===== config.mk =====
export PLATFORM = sky130hd
export DESIGN_NAME = eth_link_supervisor_flat
export DESIGN_NICKNAME = d
export VERILOG_FILES = /design/src/rtl/eth_link_pkg.sv /design/src/rtl/eth_link_supervisor_if.sv /design/src/rtl/eth_link_sync.sv /design/src/rtl/eth_link_supervisor.sv /design/src/flat_wrapper.sv
export SDC_FILE = /design/constraint.sdc
export NUM_CORES = 1
export LEC_CHECK = 0
export CAP_MARGIN = 5
export CELL_PAD_IN_SITES_DETAIL_PLACEMENT = 0
export CELL_PAD_IN_SITES_GLOBAL_PLACEMENT = 1
export CORE_MARGIN = 4
export CORE_UTILIZATION = 43
export DETAILED_ROUTE_END_ITERATION = 8
export HOLD_SLACK_MARGIN = 0.08
export PLACE_DENSITY_LB_ADDON = 0.05
export SETUP_SLACK_MARGIN = 0.02
export SKIP_CTS_REPAIR_TIMING = 1
export SYNTH_ARGS = -nofsm -noshare
export SYNTH_HDL_FRONTEND = slang
export SYNTH_SLANG_ARGS = --single-unit

===== constraint.sdc =====
create_clock -name clk_125mhz_int -period 2.69 [get_ports clk_125mhz_int]
set_input_delay 0.807 -clock clk_125mhz_int [delete_from_list [all_inputs] [get_ports clk_125mhz_int]]
set_output_delay 0.807 -clock clk_125mhz_int [all_outputs]
set_load 0.01 [all_outputs]

===== src/rtl/eth_link_pkg.sv =====
// rtl/eth_link_pkg.sv - state encoding and counter widths shared by the Ethernet link supervisor
package eth_link_pkg;

  localparam int STATE_W     = 3;
  localparam int RETRY_W     = 4;
  localparam int LINK_DOWN_W = 16;

  typedef enum logic [STATE_W-1:0] {
    ST_IDLE       = 3'd0,
    ST_WAIT_GT    = 3'd1,
    ST_WAIT_LOCK  = 3'd2,
    ST_STABILIZE  = 3'd3,
    ST_LINK_UP    = 3'd4,
    ST_RX_RESET   = 3'd5,
    ST_FULL_RESET = 3'd6
  } link_state_e;

endpackage


===== src/rtl/eth_link_supervisor_if.sv =====
// rtl/eth_link_supervisor_if.sv - transceiver status/control bundle; link_down_count_o exists with ETH_LINK_STATS_EN
interface eth_link_supervisor_if;
  import eth_link_pkg::*;

  logic                   enable_i;
  logic                   gt_reset_tx_done_i;
  logic                   gt_reset_rx_done_i;
  logic                   rx_block_lock_i;
  logic                   rx_high_ber_i;
  logic                   rx_datapath_reset_o;
  logic                   reset_all_o;
  logic                   link_up_o;
  logic [STATE_W-1:0]     state_o;
  logic [RETRY_W-1:0]     retry_count_o;
`ifdef ETH_LINK_STATS_EN
  logic [LINK_DOWN_W-1:0] link_down_count_o;
`endif

  // master: transceiver wrapper / port logic side; slave: the supervisor itself
  modport master (
    output enable_i, gt_reset_tx_done_i, gt_reset_rx_done_i, rx_block_lock_i, rx_high_ber_i,
    input  rx_datapath_reset_o, reset_all_o, link_up_o, state_o, retry_count_o
`ifdef ETH_LINK_STATS_EN
    , input link_down_count_o
`endif
  );

  modport slave (
    input  enable_i, gt_reset_tx_done_i, gt_reset_rx_done_i, rx_block_lock_i, rx_high_ber_i,
    output rx_datapath_reset_o, reset_all_o, link_up_o, state_o, retry_count_o
`ifdef ETH_LINK_STATS_EN
    , output link_down_count_o
`endif
  );

endinterface


===== src/rtl/eth_link_sync.sv =====
// rtl/eth_link_sync.sv - parameterized-width 2-flop synchronizer, async reset to 0
module eth_link_sync #(
  parameter int WIDTH = 1
) (
  input  logic             clk_125mhz_int,
  input  logic             gt_tx_reset,
  input  logic [WIDTH-1:0] d,
  output logic [WIDTH-1:0] q
);

  logic [WIDTH-1:0] meta;

  always_ff @(posedge clk_125mhz_int or posedge gt_tx_reset) begin
    if (gt_tx_reset) begin
      meta <= '0;
      q    <= '0;
    end else begin
      meta <= d;
      q    <= meta;
    end
  end

endmodule


===== src/rtl/eth_link_supervisor.sv =====
// rtl/eth_link_supervisor.sv - 10G link bring-up/recovery sequencer; ETH_LINK_STATS_EN adds the link-down counter
module eth_link_supervisor
  import eth_link_pkg::*;
#(
  parameter int LOCK_TIMEOUT_CYCLES = 125000,
  parameter int STABLE_CYCLES       = 12500,
  parameter int RESET_PULSE_CYCLES  = 16,
  parameter int MAX_RETRIES         = 8
) (
  input  logic                 clk_125mhz_int,
  input  logic                 gt_tx_reset,
  eth_link_supervisor_if.slave link
);

  localparam int TIMER_SPAN = (LOCK_TIMEOUT_CYCLES > STABLE_CYCLES) ? LOCK_TIMEOUT_CYCLES : STABLE_CYCLES;
  localparam int TIMER_MAX  = (TIMER_SPAN > RESET_PULSE_CYCLES) ? TIMER_SPAN : RESET_PULSE_CYCLES;
  localparam int TIMER_W    = $clog2(TIMER_MAX + 1);

  localparam logic [TIMER_W-1:0] LOCK_LAST   = TIMER_W'(LOCK_TIMEOUT_CYCLES - 1);
  localparam logic [TIMER_W-1:0] STABLE_LAST = TIMER_W'(STABLE_CYCLES - 1);
  localparam logic [TIMER_W-1:0] PULSE_LAST  = TIMER_W'(RESET_PULSE_CYCLES - 1);
  localparam logic [RETRY_W-1:0] RETRY_LIMIT = RETRY_W'(MAX_RETRIES - 1);

  localparam logic [STATE_W-1:0] S_IDLE       = ST_IDLE;
  localparam logic [STATE_W-1:0] S_WAIT_GT    = ST_WAIT_GT;
  localparam logic [STATE_W-1:0] S_WAIT_LOCK  = ST_WAIT_LOCK;
  localparam logic [STATE_W-1:0] S_STABILIZE  = ST_STABILIZE;
  localparam logic [STATE_W-1:0] S_LINK_UP    = ST_LINK_UP;
  localparam logic [STATE_W-1:0] S_RX_RESET   = ST_RX_RESET;
  localparam logic [STATE_W-1:0] S_FULL_RESET = ST_FULL_RESET;

  logic [3:0]         sync_in;
  logic [3:0]         sync_q;
  logic               txd_s;
  logic               rxd_s;
  logic               lock_s;
  logic               ber_s;
  logic               clean;
  logic               enable;

  logic [STATE_W-1:0] state;
  logic [STATE_W-1:0] state_next;
  logic [TIMER_W-1:0] timer;
  logic [RETRY_W-1:0] retry;
  logic               retry_inc;
  logic               retry_clr;

  logic               rx_reset_q;
  logic               reset_all_q;
  logic               link_up_q;
  logic [STATE_W-1:0] state_out_q;

  assign sync_in = {link.rx_high_ber_i, link.rx_block_lock_i,
                    link.gt_reset_rx_done_i, link.gt_reset_tx_done_i};

  eth_link_sync #(.WIDTH(4)) u_sync (
    .clk_125mhz_int (clk_125mhz_int),
    .gt_tx_reset    (gt_tx_reset),
    .d              (sync_in),
    .q              (sync_q)
  );

  assign txd_s  = sync_q[0];
  assign rxd_s  = sync_q[1];
  assign lock_s = sync_q[2];
  assign ber_s  = sync_q[3];
  assign clean  = lock_s & ~ber_s;
  assign enable = link.enable_i;

  // Disable beats every other condition, including a pulse still in progress.
  always_comb begin
    state_next = state;
    retry_inc  = 1'b0;
    retry_clr  = 1'b0;
    if (!enable) begin
      state_next = S_IDLE;
    end else begin
      case (state)
        S_IDLE:      state_next = S_WAIT_GT;
        S_WAIT_GT:   if (txd_s && rxd_s) state_next = S_WAIT_LOCK;
        S_WAIT_LOCK: begin
          if (lock_s) begin
            state_next = S_STABILIZE;
          end else if (timer == LOCK_LAST) begin
            if (retry < RETRY_LIMIT) begin
              state_next = S_RX_RESET;
              retry_inc  = 1'b1;
            end else begin
              state_next = S_FULL_RESET;
              retry_clr  = 1'b1;
            end
          end
        end
        S_STABILIZE: begin
          if (!clean) begin
            state_next = S_WAIT_LOCK;
          end else if (timer == STABLE_LAST) begin
            state_next = S_LINK_UP;
            retry_clr  = 1'b1;
          end
        end
        S_LINK_UP:     if (!clean) state_next = S_RX_RESET;
        S_RX_RESET:    if (timer == PULSE_LAST) state_next = S_WAIT_GT;
        S_FULL_RESET:  if (timer == PULSE_LAST) state_next = S_WAIT_GT;
        default:       state_next = S_IDLE;
      endcase
    end
  end

  always_ff @(posedge clk_125mhz_int or posedge gt_tx_reset) begin
    if (gt_tx_reset) begin
      state <= S_IDLE;
      timer <= '0;
      retry <= '0;
    end else begin
      state <= state_next;
      if (state_next != state) begin
        timer <= '0;
      end else if (timer != '1) begin
        timer <= timer + TIMER_W'(1);
      end
      if (retry_clr) begin
        retry <= '0;
      end else if (retry_inc && retry != '1) begin
        retry <= retry + RETRY_W'(1);
      end
    end
  end

  // Outputs trail the state register by one cycle, except that disable clears them immediately.
  always_ff @(posedge clk_125mhz_int or posedge gt_tx_reset) begin
    if (gt_tx_reset) begin
      rx_reset_q  <= 1'b0;
      reset_all_q <= 1'b0;
      link_up_q   <= 1'b0;
      state_out_q <= S_IDLE;
    end else begin
      rx_reset_q  <= enable && (state == S_RX_RESET);
      reset_all_q <= enable && (state == S_FULL_RESET);
      link_up_q   <= enable && (state == S_LINK_UP);
      state_out_q <= enable ? state : S_IDLE;
    end
  end

  assign link.rx_datapath_reset_o = rx_reset_q;
  assign link.reset_all_o         = reset_all_q;
  assign link.link_up_o           = link_up_q;
  assign link.state_o             = state_out_q;
  assign link.retry_count_o       = retry;

`ifdef ETH_LINK_STATS_EN
  logic [LINK_DOWN_W-1:0] link_down;
  logic                   link_down_inc;

  assign link_down_inc = enable && (state == S_LINK_UP) && !clean;

  always_ff @(posedge clk_125mhz_int or posedge gt_tx_reset) begin
    if (gt_tx_reset) begin
      link_down <= '0;
    end else if (link_down_inc && link_down != '1) begin
      link_down <= link_down + LINK_DOWN_W'(1);
    end
  end

  assign link.link_down_count_o = link_down;
`endif

endmodule

===== src/flat_wrapper.sv =====
// flat-port wrapper written by rule: the top's interface ports become plain ports
module eth_link_supervisor_flat import eth_link_pkg::*;
#(
  parameter int LOCK_TIMEOUT_CYCLES = 125000,
  parameter int STABLE_CYCLES       = 12500,
  parameter int RESET_PULSE_CYCLES  = 16,
  parameter int MAX_RETRIES         = 8
)
  (clk_125mhz_int, gt_tx_reset, link_enable_i, link_gt_reset_tx_done_i, link_gt_reset_rx_done_i, link_rx_block_lock_i, link_rx_high_ber_i, link_rx_datapath_reset_o, link_reset_all_o, link_link_up_o, link_state_o, link_retry_count_o);
  eth_link_supervisor_if link_i ();
  input  logic clk_125mhz_int;
  input  logic gt_tx_reset;
  input wire logic [$bits(link_i.enable_i)-1:0] link_enable_i;
  input wire logic [$bits(link_i.gt_reset_tx_done_i)-1:0] link_gt_reset_tx_done_i;
  input wire logic [$bits(link_i.gt_reset_rx_done_i)-1:0] link_gt_reset_rx_done_i;
  input wire logic [$bits(link_i.rx_block_lock_i)-1:0] link_rx_block_lock_i;
  input wire logic [$bits(link_i.rx_high_ber_i)-1:0] link_rx_high_ber_i;
  output wire logic [$bits(link_i.rx_datapath_reset_o)-1:0] link_rx_datapath_reset_o;
  output wire logic [$bits(link_i.reset_all_o)-1:0] link_reset_all_o;
  output wire logic [$bits(link_i.link_up_o)-1:0] link_link_up_o;
  output wire logic [$bits(link_i.state_o)-1:0] link_state_o;
  output wire logic [$bits(link_i.retry_count_o)-1:0] link_retry_count_o;
  assign link_i.enable_i = link_enable_i;
  assign link_i.gt_reset_tx_done_i = link_gt_reset_tx_done_i;
  assign link_i.gt_reset_rx_done_i = link_gt_reset_rx_done_i;
  assign link_i.rx_block_lock_i = link_rx_block_lock_i;
  assign link_i.rx_high_ber_i = link_rx_high_ber_i;
  assign link_rx_datapath_reset_o = link_i.rx_datapath_reset_o;
  assign link_reset_all_o = link_i.reset_all_o;
  assign link_link_up_o = link_i.link_up_o;
  assign link_state_o = link_i.state_o;
  assign link_retry_count_o = link_i.retry_count_o;
  eth_link_supervisor #(.LOCK_TIMEOUT_CYCLES(LOCK_TIMEOUT_CYCLES), .STABLE_CYCLES(STABLE_CYCLES), .RESET_PULSE_CYCLES(RESET_PULSE_CYCLES), .MAX_RETRIES(MAX_RETRIES)) u_core (.clk_125mhz_int(clk_125mhz_int), .gt_tx_reset(gt_tx_reset), .link(link_i));
endmodule

; Word-level counts from Yosys, hierarchy flattened
; Index checks and enable logic that the tools add are counted.
[op_classes]
add_sub_neg = 2
order_cmp = 1
n_eq_ne = 12
n_mux = 27
bitwise = 2
n_reduce_logical = 9
[op_table]
columns = op, n
row1 = $mux W17, 2
row2 = $mux W3, 9
row3 = $pmux W3 S6, 1
row4 = $add A17 B1 Y17 const B, 1
row5 = $eq A17 B14 Y1 const B, 1
row6 = $eq A17 B17 Y1 const B, 1
row7 = $eq A17 B4 Y1 const B, 1
row8 = $ne A17 B17 Y1 const B, 1
row9 = $mux W1, 11
row10 = $eq A3 B3 Y1 const B, 3
row11 = $mux W4, 2
row12 = $eq A3 B2 Y1 const B, 2
row13 = $logic_and A1 B1 Y1, 5
row14 = $add A4 B1 Y4 const B, 1
row15 = $lt A4 B3 Y1 const B, 1
row16 = $ne A4 B4 Y1 const B, 1
row17 = $reduce_bool A2 Y1, 2
row18 = $eq A3 B1 Y1 const B, 1
row19 = $logic_not A3 Y1, 1
row20 = $ne A3 B3 Y1, 1
row21 = $mux W2, 1
row22 = $pmux W1 S2, 1
row23 = $reduce_or A2 Y1, 1
row24 = $and A1 B1 Y1, 1
row25 = $not A1 Y1, 1
[totals]
register_bits = 38
wordCells = 62

; Depth between registers and ports, before layout
[logic_depth]
ltp_word = 9
mapped_depth = 12
mapped_depth_nobuf = 10

; By module
; From an unflattened synthesis, not the netlist that was laid out.
[hier_totals]
cells_unflattened = 196
hier_area_um2 = 1923.1
[modules_own_cells]
columns = mod, n_inst, cells_per_inst, area_each_um2, seq_area_each_um2
row1 = eth_link_supervisor, 1, 187, 1719.1, 750.7
row2 = eth_link_sync, 1, 9, 203.9, 200.2

; Worst setup path after synthesis
; Ideal clock, no wire load.
[synth_timing]
path_type = register -> register
start = register u_core.timer[6]
end = register u_core.timer[12]
setup_ns = 0.080
t_arrival_ns = 2.350
setup_slack_ns = 0.260
stages_incl_launch_ff = 12
path_buffers = 2
period_less_slack_ns = 2.430
cell_sequence = dfrtp_1 -> clkbuf_1 -> nand4_1 -> nand2b_1 -> nor3_1 -> ha_1 -> clkbuf_1 -> nand3b_1 -> nor4_1 -> xnor2_1 -> or3_1 -> nor3_2
[synth_between]
elab_chain_cells = 7
[synth_lines]
columns = element, line_no
row1 = "start, declared", eth_link_supervisor.sv:43  ; logic [TIMER_W-1:0] timer;
row2 = "start signal, assigned", eth_link_supervisor.sv:120  ; timer <= timer + TIMER_W'(1);
row3 = $eq A17 B14 Y1 or $eq A17 B17 Y1 (tied branches), "eth_link_supervisor.sv:97, eth_link_supervisor.sv:84"
row4 = "$mux W3, on equally long branches", "eth_link_supervisor.sv:97, eth_link_supervisor.sv:84"
row5 = "$mux W3, on equally long branches", "eth_link_supervisor.sv:95, eth_link_supervisor.sv:82"
row6 = $pmux W3 S6, eth_link_supervisor.sv:78  ; case (state)
row7 = $mux W3, eth_link_supervisor.sv:75  ; if (!enable) begin
row8 = $ne A3 B3 Y1, eth_link_supervisor.sv:117  ; if (state_next != state) begin
row9 = $mux W17 or $reduce_bool A2 Y1 (tied branches), n/a
; Several ways; a longest one is shown, not always the timed one. The select of a mux whose other input is x is not followed.
; A chain may end at the register's enable or synchronous reset.

; Worst setup path after layout
[layout_timing]
start = register u_core.timer[0]
end = register u_core.timer[0]
; The elaborated chain is that of the path after synthesis.

==> flow_summary.yaml <==
status:
  outcome: "completed"
critical_path:
  critical_path_class: "flop to flop"
  slowest_delay_ns: 0.45
  startpoint: "u_core.timer[0]"
  path_common_cell: "nor3_2"
  r2r_start: "u_core.timer[0]"
  critPathLaunchType: "flop"
  worst_setup_path_end_kind: "flop"
  crit_arrival_ns: 2.79
  crit_path_cell_trace: "ha_1, or4bb_1, or4_4, nor3_2, a211oi_1, o221a_4, buf_4, nor3_2"
  cp_slowest_cell: "or4_4"
  required_ns: 2.91
  path_max_fanout: 10
final_layout:
  drive_gt1_frac: 0.208
  fillers: 434
  final_cell_count_no_fill: 327
  seqCellArea_sq_um: 951
  multi_input_area_sq_um: 1070
  nNetsFinal: 269
  area_delta_synth_final_pct: 26.5
  diodes: 0
floorplan:
  die-area_sq_um: 6060
  core.rowCount: 25
  core_region_area_sq_um: 4720
  die_w_um: 77.8
  start_util: 0.444
  ios: 17
  dieHeight_um: 77.8
placement:
  dp_hpwl_mm: 3.58
  dp.cells: 316
  portBuffers: 16
  pre_cts_slack_ns: 0.0351
  gp_congestion: 0.889
detailed_routing:
  finalWirelength_mm: 4.95
  drc: 0
  ant_nets: 0
  drtPass1Iterations: 4
  drt_iter0_drc: 87
  vias: 1754
  vias_per_cell: 5.36
  post_drt_wl_per_cell_um: 15.1
grt:
  grt_start_max_net_pins: 39
  grt_pass1_vias: 1777
  grt_util_met3: 0.0360
  antenna_found_initial: 0
  grt_usage: 0.176
  met2_usage: 0.301
  top_usage_layer: "met2"
  grt_use_met1: 0.220
  gr-total-overflow: 0
  grt_pass1_wl_mm: 8.45
sta:
  maxSlewHeadroom: 0.615
  tns_ns: 0
  worst_slack_ns: 0.120
  fmax_mhz: 389
  rsz0062_at_grt: "no"
  min_period_ns: 2.57
  drv_slew: 0
  tightest_slew_ns: 0.572
  final_hold_viol_count: 0
  finClkSkew_ns: 0.0134
  finalSetupViolations: 0
  finalCritPeriodShare: 0.956
logic_synthesis:
  synth_fp_nets: 229
  synth_top_area_share: 0.454
  synth_top_cell_by_area: "dfrtp_1"
  synth_edf_count: 0
  synth_area_sq_um: 2100
  synth_area_leaders: "dfrtp_1, xnor2_1, nor3_2, nand2_1, nor2_1"
  ys.flop_type: "dfrtp_1"
  syn_avg_cell_area_sq_um: 9.57
  ys_types: 45
  ys_seq_area_frac: 0.454
  synth_cells: 219
  ys_ff_latch: 38
  async_flop_share: 1.00
  ys.warnings.count: 0
clocking:
  worst_skew_pair.late_latency_ns: 0.29
  clkSinkCount: 38
  numCtsBuffers: 5
  cts_max_level: 2
  clk_pin_slew_worst_paths_ns: 0.08
  cts_tree: "done"
  cts_max_path_buffers: 2
  clock-root-buffer: "clkbuf_8"
min_path:
  min_from: "u_core.u_sync.meta[2]"
  hold_class: "flop to flop"
pwr:
  max-vdd-ir-drop_uv: 372
  p_leak_nw: 1.12
  power_density_nw_per_um2: 501
run:
  maxCapViolCount: 0
[cell usage in the layout (no fill, tap or decap), types with 2 or more instances in the layout]
master,netlist,routed
clkbuf_8,0,5
a41oi_1,2,2
nor3_2,11,11
bufinv_16,0,2
and3_1,5,5
nand3_1,7,7
nor2b_1,4,4
o21ai_0,5,5
or4_4,3,3
xnor2_1,15,15
a21oi_1,5,5
nand4_1,3,3
ha_1,3,3
or3_1,2,2
inv_1,7,7
mux2i_1,3,3
clkdlybuf4s50_1,0,16
and2_1,2,2
nor4_1,11,10
nor3_1,9,9
dfrtp_1,38,38
buf_4,0,26
nand2_1,24,24
nor2_1,24,24
nand4b_1,4,4
a211oi_1,2,2
[cell type report]
type                       instances  share of cell area
clock buffer                       5              0.0260
clock inverter                     3              0.0260
inverter                           8              0.0113
multi-input combinational        163               0.405
sequential                        38               0.359
tap                               67              0.0316
timing repair buffer              43               0.142
[synthesized netlist by cell type, types with 3 or more instances]
cell type / instances
nand3_1: 7
ha_1: 3
xnor2_1: 15
or4_4: 3
and3_1: 5
nor2_1: 24
nand2_1: 24
mux2i_1: 3
nor3_1: 9
o21ai_0: 5
a21oi_1: 5
nor4_1: 11
dfrtp_1: 38
nor3_2: 11
nand4b_1: 4
inv_1: 7
clkbuf_1: 7
nor2b_1: 4
nand4_1: 3
[flip-flops by register name, summed over array words and instances, names as in the netlist]
register                         flops
u_core.link.rx_datapath_reset_o      1
u_core.state                         3
u_core.link.reset_all_o              1
u_core.u_sync.meta                   4
u_core.u_sync.q                      4
u_core.link.link_up_o                1
u_core.link.retry_count_o            4
u_core.timer                        17
u_core.link.state_o                  3
[through the flow]
stage          total power [W]  cell area (sq um)  hold WS, ns  utilization
2_1_floorplan         0.000693               2100        0.331            -
3_3_place_gp          0.000731               2470        0.332        0.523
3_5_place_dp          0.000736               2470        0.343        0.523
4_1_cts                0.00133               2610        0.361        0.553
5_1_grt                0.00139               2650        0.367        0.561
6_report               0.00133               2650        0.355        0.561
[power by group]
group	total, W	switching [W]	internal (W)
sequential	0.000598	0.0000114	0.000587
clock	0.000589	0.000218	0.000372
combinational	0.000141	0.0000792	0.0000618
[routing by layer]
layer / share of wire / routed length [um]
met4: 0.012 / 59
met5: 0 / 0
met1: 0.44 / 2190
met3: 0.038 / 189
met2: 0.51 / 2510
[critical path: cells and delay by family (launching register included)]
kind                       cells  cell delay [ns]
DFF                            1             0.39
adders and majority gates      1             0.26
AOI/OAI and AO/OA              2             0.41
buffers and inverters          1             0.17
and+or+nand+nor                4             1.25
[cells by family after synthesis]
family / count (synthesis) / share of synthesized area
xor+xnor: 16 / 0.0669
fa+ha+maj: 3 / 0.0179
flops: 38 / 0.454
buf+inv: 18 / 0.0370
compound gates: 22 / 0.0782
mux: 3 / 0.0143
simple gates: 119 / 0.332
[worst paths after layout]
kind / to / slack (ns) / cells after the start
min in group asynchronous: u_core.u_sync.meta[0] / 0.93 / 3
setup / recovery: u_core.timer[0] / 0.12 / 8
hold reg to reg: u_core.u_sync.q[2] / 0.35 / 0
setup reg to reg: u_core.timer[0] / 0.12 / 8
max in group asynchronous: u_core.timer[16] / 1.40 / 3
hold / removal: u_core.u_sync.q[2] / 0.35 / 0
No activity file was read; power rests on OpenSTA's default activity.
